File: config.mk
export PLATFORM = sky130hd
export DESIGN_NAME = ycbcr_to_rgb
export DESIGN_NICKNAME = d
export VERILOG_FILES = /design/src/rtl/ycbcr_to_rgb.sv
export SDC_FILE = /design/constraint.sdc
export NUM_CORES = 1
export LEC_CHECK = 0
export BUFFER_PORTS_ARGS = -buffer_cell sky130_fd_sc_hd__buf_2
export CAP_MARGIN = 10
export CORE_MARGIN = 4
export CORE_UTILIZATION = 55
export CTS_CLUSTER_DIAMETER = 60
export DETAILED_ROUTE_END_ITERATION = 10
export HOLD_SLACK_MARGIN = 0.06
export PLACE_DENSITY_LB_ADDON = 0.15
export SLEW_MARGIN = 20
export SYNTH_ARGS = -nofsm -noshare
export SYNTH_HDL_FRONTEND = slang
export SYNTH_SLANG_ARGS = --single-unit
File: constraint.sdc
create_clock -name clk -period 6.1 [get_ports clk]
set_clock_uncertainty 0.05 [all_clocks]
set_input_delay 1.525 -clock clk [delete_from_list [all_inputs] [get_ports clk]]
set_output_delay 1.525 -clock clk [all_outputs]
set_load 0.05 [all_outputs]
File: src/rtl/ycbcr_to_rgb.sv
// Full-range BT.601 YCbCr -> RGB converter, three-stage pipeline with Q8 coefficients.
// The whole pipeline holds on a global stall (output valid but not accepted).
module ycbcr_to_rgb #(
  parameter logic [8:0] C_RCR = 9'd359,
  parameter logic [8:0] C_GCB = 9'd88,
  parameter logic [8:0] C_GCR = 9'd183,
  parameter logic [8:0] C_BCB = 9'd454
) (
  input  logic        clk,
  input  logic        rst,
  input  logic        in_valid,
  output logic        in_ready,
  input  logic [23:0] in_data,
  output logic        out_valid,
  input  logic        out_ready,
  output logic [23:0] out_data
);

  localparam logic signed [19:0] K_RCR = $signed({11'd0, C_RCR});
  localparam logic signed [19:0] K_GCB = $signed({11'd0, C_GCB});
  localparam logic signed [19:0] K_GCR = $signed({11'd0, C_GCR});
  localparam logic signed [19:0] K_BCB = $signed({11'd0, C_BCB});

  logic               stall_s;
  logic               v1_r;
  logic        [7:0]  y1_r;
  logic signed [8:0]  cb1_r;
  logic signed [8:0]  cr1_r;
  logic               v2_r;
  logic        [15:0] y2_r;
  logic signed [19:0] pr_r;
  logic signed [19:0] pgb_r;
  logic signed [19:0] pgr_r;
  logic signed [19:0] pb_r;
  logic signed [19:0] cb_ext_s;
  logic signed [19:0] cr_ext_s;
  logic signed [19:0] y_ext_s;
  logic signed [19:0] sr_s;
  logic signed [19:0] sg_s;
  logic signed [19:0] sb_s;
  logic        [23:0] rgb_s;

  // Floor (arithmetic shift) of a rounded Q8 sum, then saturate to 0..255.
  function automatic logic [7:0] clamp8(input logic signed [19:0] s);
    logic signed [19:0] q;
    q = s >>> 8;
    if (q < 20'sd0) begin
      clamp8 = 8'd0;
    end else if (q > 20'sd255) begin
      clamp8 = 8'd255;
    end else begin
      clamp8 = q[7:0];
    end
  endfunction

  assign stall_s  = out_valid & ~out_ready;
  assign in_ready = ~stall_s;

  // Stage 1: capture Y and re-centre the chroma samples around zero.
  always_ff @(posedge clk) begin
    if (rst) begin
      v1_r  <= 1'b0;
      y1_r  <= 8'd0;
      cb1_r <= 9'sd0;
      cr1_r <= 9'sd0;
    end else if (!stall_s) begin
      v1_r <= in_valid;
      if (in_valid) begin
        y1_r  <= in_data[23:16];
        cb1_r <= $signed({1'b0, in_data[15:8]} - 9'd128);
        cr1_r <= $signed({1'b0, in_data[7:0]} - 9'd128);
      end
    end
  end

  // Sign-extend chroma so the products are formed at full 20-bit width.
  always_comb begin
    cb_ext_s = $signed({{11{cb1_r[8]}}, cb1_r});
    cr_ext_s = $signed({{11{cr1_r[8]}}, cr1_r});
  end

  // Stage 2: coefficient products and Y scaled into Q8.
  always_ff @(posedge clk) begin
    if (rst) begin
      v2_r  <= 1'b0;
      y2_r  <= 16'd0;
      pr_r  <= 20'sd0;
      pgb_r <= 20'sd0;
      pgr_r <= 20'sd0;
      pb_r  <= 20'sd0;
    end else if (!stall_s) begin
      v2_r <= v1_r;
      if (v1_r) begin
        y2_r  <= {y1_r, 8'd0};
        pr_r  <= K_RCR * cr_ext_s;
        pgb_r <= K_GCB * cb_ext_s;
        pgr_r <= K_GCR * cr_ext_s;
        pb_r  <= K_BCB * cb_ext_s;
      end
    end
  end

  // Stage 3 combinational part: rounded sums and per-channel clamp.
  always_comb begin
    y_ext_s = $signed({4'd0, y2_r});
    sr_s    = y_ext_s + pr_r + 20'sd128;
    sg_s    = y_ext_s - pgb_r - pgr_r + 20'sd128;
    sb_s    = y_ext_s + pb_r + 20'sd128;
    rgb_s   = {clamp8(sr_s), clamp8(sg_s), clamp8(sb_s)};
  end

  // Stage 3 output register; holds steady while the consumer stalls.
  always_ff @(posedge clk) begin
    if (rst) begin
      out_valid <= 1'b0;
      out_data  <= 24'h0;
    end else if (!stall_s) begin
      out_valid <= v2_r;
      if (v2_r) begin
        out_data <= rgb_s;
      end
    end
  end

endmodule

After elaboration in Yosys (flattened, before gate mapping):

Index checks and enable logic that the tools add are counted.
Widths: inputs -> output; s select.

* bits in writable memories: 0
* memories: 0
* bits in read-only memories: 0
* word-level logic and storage cells: 43
* bits in registers: 137
* input bits: 28
* latch bits: 0

* div/mod/pow operators: 0
* $mul: 4
* add/subtract/negate cells: 9
* bitwise gates (word level): 3
* order comparisons: 6
* multiplexer cells: 6
* reduce and logical (&&, ||, !) cells: 3
* eq/ne operators: 0
* shifts and indexed selects: 0

Operators by type and width (count)
* $add 20x9->20 const B: 3
* $mux 8: 6
* $add 17x20->20: 2
* $gt 12x9->1 const B: 3
* $lt 12x1->1 const B: 3
* $mul 9x9->18 const A: 2
* $sub 17x20->20: 1
* $sub 20x20->20: 1
* $mul 10x9->19 const A: 1
* $sub 8x8->9 const B: 2
* $mul 5x9->14 const A: 1
* $reduce_and 2->1: 3
* $not 1->1: 2
* $and 1x1->1: 1

Depth between registers and ports, before layout:

* word-level depth: 6
* depth in mapped cells: 21

Worst setup path before layout:

No wires, ideal clock.

* path type: reg-to-reg
* from: register cr1_r[7]
* to: register pr_r[17]
* required time: 5.918 ns
* arrival time: 4.635 ns
* setup time: 0.132 ns
* period minus slack after synthesis: 4.817 ns
* slack: 1.283 ns
* buffers on the path: 0
* stages on the path, launching flop included: 19
* cell sequence: dfxtp_1 > inv_1 > ha_1 > ha_1 > inv_1 > fa_1 > inv_1 > fa_1 > fa_1 > ha_1 > a21oi_1 > o21ai_1 > a211oi_1 > o21bai_1 > a21oi_1 > nor2_1 > or3_1 > nand3_1 > a21oi_1

* cells in the longest elaborated chain, start to end: 1

Ends and longest elaborated chain
* start, declared: RTL line 28 `logic signed [8:0] cr1_r;`
* start signal, assigned: RTL line 71 `cr1_r <= $signed({1'b0, in_data[7:0]} - 9'd128);`
* $mul 10x9->19: RTL line 95 `pr_r <= K_RCR * cr_ext_s;`
* end signal, assigned: RTL line 95
* end, declared: RTL line 31 `logic signed [19:0] pr_r;`

No other way between the ends.
A chain may end at the register's enable or synchronous reset.

Worst setup path after layout:

* from: register cr1_r[7]
* to: register pr_r[18]

The elaborated chain is that of the path after synthesis.

==> results.sh <==
export IMPL_fp_dieH_um=148
export IMPL_final_common_cell="inv_1"
export IMPL_num_nets_final=1614
export IMPL_synth_xor_area_share_pct=4.48
export IMPL_internal_power_mw=1.89
export IMPL_ctsHoldBuffers=0
export IMPL_min_delay_start="y1_r[4]$_SDFFE_PP0P_"
export IMPL_drc_errors=0
export IMPL_synthDistinctLibCells=63
export IMPL_setup_tns_ns=0
export IMPL_endpoint="pr_r[18]$_SDFFE_PP0P_"
export IMPL_preCtsSetupSlack_ns=0.956
export IMPL_postSynthAreaPerCell_um2=8.40
export IMPL_clk_path_buf_depth=2
export IMPL_rsz0062_at_grt="false"
export IMPL_grt_use_total_pct=23.0
export IMPL_grt_pass1_vias=8128
export IMPL_reg2reg_to="pr_r[18]$_SDFFE_PP0P_"
export IMPL_initial_core_util_pct=56.7
export IMPL_synthFlopType="dfxtp_1"
export IMPL_gp_congestion=0.911
export IMPL_clkLatencyLatePin_ns=0.43
export IMPL_cts_sinks=115
export IMPL_r2r_start="cr1_r[7]$_SDFFE_PP0P_"
export IMPL_antenna_cells=0
export IMPL_async_flop_share_pct=0
export IMPL_ff2ff_setup_slack_ns=0.87
export IMPL_hpwl_mm=19.1
export IMPL_rows=50
export IMPL_io_buffers=53
export IMPL_pin_count=54
export IMPL_dp_cells=1562
export IMPL_setup_viol=0
export IMPL_synthAdderAreaFrac_pct=35.6
export IMPL_drive_above_1_share_pct=8.48
export IMPL_stdcell_count=1593
export IMPL_critPathArrivalTime_ns=5.46
export IMPL_combPwrFrac_pct=39.1
export IMPL_hold_viol=0
export IMPL_wl_per_cell_um=15.3
export IMPL_synth_nets=1572
export IMPL_slew_headroom_pct=26.3
export IMPL_grt_remaining_overflow=0
export IMPL_p_leak_nw=5.84
export IMPL_reg2regPathDepth=19
export IMPL_yosysSeqAreaShare_pct=21.4
export IMPL_seqPwrFrac_pct=28.0
export IMPL_fmax_mhz=191
export IMPL_crit_type="reg2reg"
export IMPL_cts_reportedPaths_clkPinSlew_ns=0.06
export IMPL_synthToLayoutAreaGrowth_pct=10.2
export IMPL_maxCapViolCount=0
export IMPL_synth_compound_area_share_pct=17.0
export IMPL_netSwitchingFraction_pct=37.4
export IMPL_yosysWarnings=0
export IMPL_ir_worst_vdd_mv=0.196
export IMPL_core_area_um2=19000
export IMPL_chipWidth_um=148
export IMPL_power_share_clock_pct=32.9
export IMPL_seq_area_um2=2300
export IMPL_synth_cells=1279
export IMPL_startpoint_type="flip-flop"
export IMPL_worst_setup_path_end_kind="flip-flop"
export IMPL_multi_input_area_um2=7530
export IMPL_cts_resized=0
export IMPL_synth_area_mux_share_pct=0.279
export IMPL_antenna_found_initial=0
export IMPL_switching_power_mw=1.13
export IMPL_htree_levels=4
export IMPL_drt_iter0_markers=519
export IMPL_synth_enable_flop_cells=0
export IMPL_tightest_slew_ns=1.10
export IMPL_ys_ff_latch=115
export IMPL_num_vias=8537
export IMPL_totalWireLength_mm=24.4
export IMPL_grt_start_max_net_pins=72
export IMPL_grt_pass1_wl_mm=40.6
export IMPL_cts_tree="done"
export IMPL_startpoint="cr1_r[7]$_SDFFE_PP0P_"
export IMPL_cts_setup_buffers=0
export IMPL_critical_path_required_ns=6.33
export IMPL_path_max_fanout=16
export IMPL_powerDensity_nw_per_um2=255
export IMPL_slew_violations=0
export IMPL_die_area_um2=21800
export IMPL_synth_top_family_by_area="adder cells"
export IMPL_fin_util_pct=62.5
export IMPL_p_total_mw=3.02
export IMPL_ant_nets=0
export IMPL_status="completed"
export IMPL_fillCellCount=1749
export IMPL_synth_area_um2=10700
export IMPL_dr_pass1_iters=5
export IMPL_period_needed_ns=5.23
export IMPL_layout_common_cells="inv_1 (206), ha_1 (197), nand2_1 (179)"
export IMPL_synth_simple_area_share_pct=12.7
export IMPL_post_route_period_util_pct=85.7
export IMPL_cts_root_buf="clkbuf_16"
export IMPL_hp_class="reg2reg"
export IMPL_avgViaCountPerCell=5.36
export IMPL_numCtsBuffers=17
export IMPL_fin_ws_ns=0.870
-- registers in the layout, indices dropped and copies added (netlist names) --
name       cells
out_data      24
pr_r          16
pb_r          15
pgr_r         14
pgb_r         11
cb1_r          8
cr1_r          8
y1_r           8
y2_r           8
out_valid      1
v1_r           1
v2_r           1
-- synthesized netlist by cell type (3+ instances only) --
master,n,area (µm²)
nor2_1,48,180
xor2_1,16,140
or2_2,8,50.1
o21bai_1,9,67.6
dfxtp_1,115,2300
a211oi_1,16,120
nor2b_1,7,43.8
o21a_1,7,52.6
nand3b_1,4,30.0
o31ai_1,7,52.6
nand2b_1,10,62.6
o211ai_1,3,22.5
or3_1,6,37.5
inv_1,206,773
a21o_1,24,180
nand3_1,12,60.1
o21ai_1,9,45.0
o31a_1,4,35.0
xnor2_1,39,342
nand2_1,180,676
a31oi_1,7,43.8
clkbuf_1,33,124
nor3_1,12,60.1
ha_1,197,2460
fa_1,68,1360
mux2i_1,3,30.0
nor4_1,3,18.8
o21ai_0,25,125
buf_1,4,15.0
a221oi_1,16,140
and2_1,4,25.0
a41oi_1,3,26.3
a21oi_1,135,676
and3_1,3,18.8
-- metrics by stage --
| stage | hold slack, ns | instance area (µm²) |
|---|---|---|
| 2_1_floorplan | 0.382 | 10700 |
| 3_3_place_gp | 0.385 | 11300 |
| 3_5_place_dp | 0.393 | 11300 |
| 4_1_cts | 0.397 | 11800 |
| 5_1_grt | 0.416 | 11800 |
| 6_report | 0.396 | 11800 |
-- critical path, cell delays in order (launching register included) --
cell,delay (ns)
dfxtp_1,0.31
buf_4,0.24
inv_1,0.17
ha_1,0.45
ha_1,0.19
inv_1,0.05
fa_1,0.47
inv_1,0.05
fa_1,0.56
fa_1,0.43
ha_1,0.35
a21oi_1,0.15
o21ai_1,0.14
a211oi_1,0.32
o21bai_1,0.14
a21oi_1,0.30
nor2b_1,0.11
nor2_1,0.11
nor3_1,0.05
a2111oi_0,0.43
-- area by class of cell --
type                            instances  share of cell area, %
Multi-Input combinational cell        920                   63.6
Timing Repair Buffer                   60                   2.70
Inverter                              207                   6.56
Tap cell                              260                   2.75
Sequential cell                       115                   19.4
Clock buffer                           17                   3.59
Clock inverter                         14                   1.33
-- routing by layer --
metal	GRT usage [%]	wire length, µm
met2	35.4	10600
met4	6.43	431
met1	33.9	12500
met3	3.34	851
met5	0	0
-- power groups by stage --
stage               clock (mW)  sequential, mW  combinational, mW
detailed placement           0           0.862               1.17
floorplan                    0           0.875              0.885
global route              1.05           0.852               1.34
global placement             0           0.860               1.15
CTS                       1.01           0.845               1.18
finish                   0.996           0.846               1.18
-- logic make-up (layout without fill, tap and decap cells) --
logic type	Yosys count	in the layout
adders and majority gates	265	265
and+or+nand+nor	309	309
DFF	115	115
muxes	3	3
AOI/OAI and AO/OA	288	288
buffers and inverters	244	298
xor gates and xnor gates	55	55
-- how the worst min path moves through the flow --
stage	end	cells past startpoint
2_1_floorplan	pgb_r[11]$_SDFFE_PP0P_	2
3_5_place_dp	out_data[3]$_SDFFE_PP0P_	2
6_report	y2_r[12]$_SDFFE_PP0P_	2
4_1_cts	y2_r[12]$_SDFFE_PP0P_	2
3_3_place_gp	out_data[3]$_SDFFE_PP0P_	2
5_1_grt	y2_r[12]$_SDFFE_PP0P_	2
No activity file was read; power rests on OpenSTA's default activity.
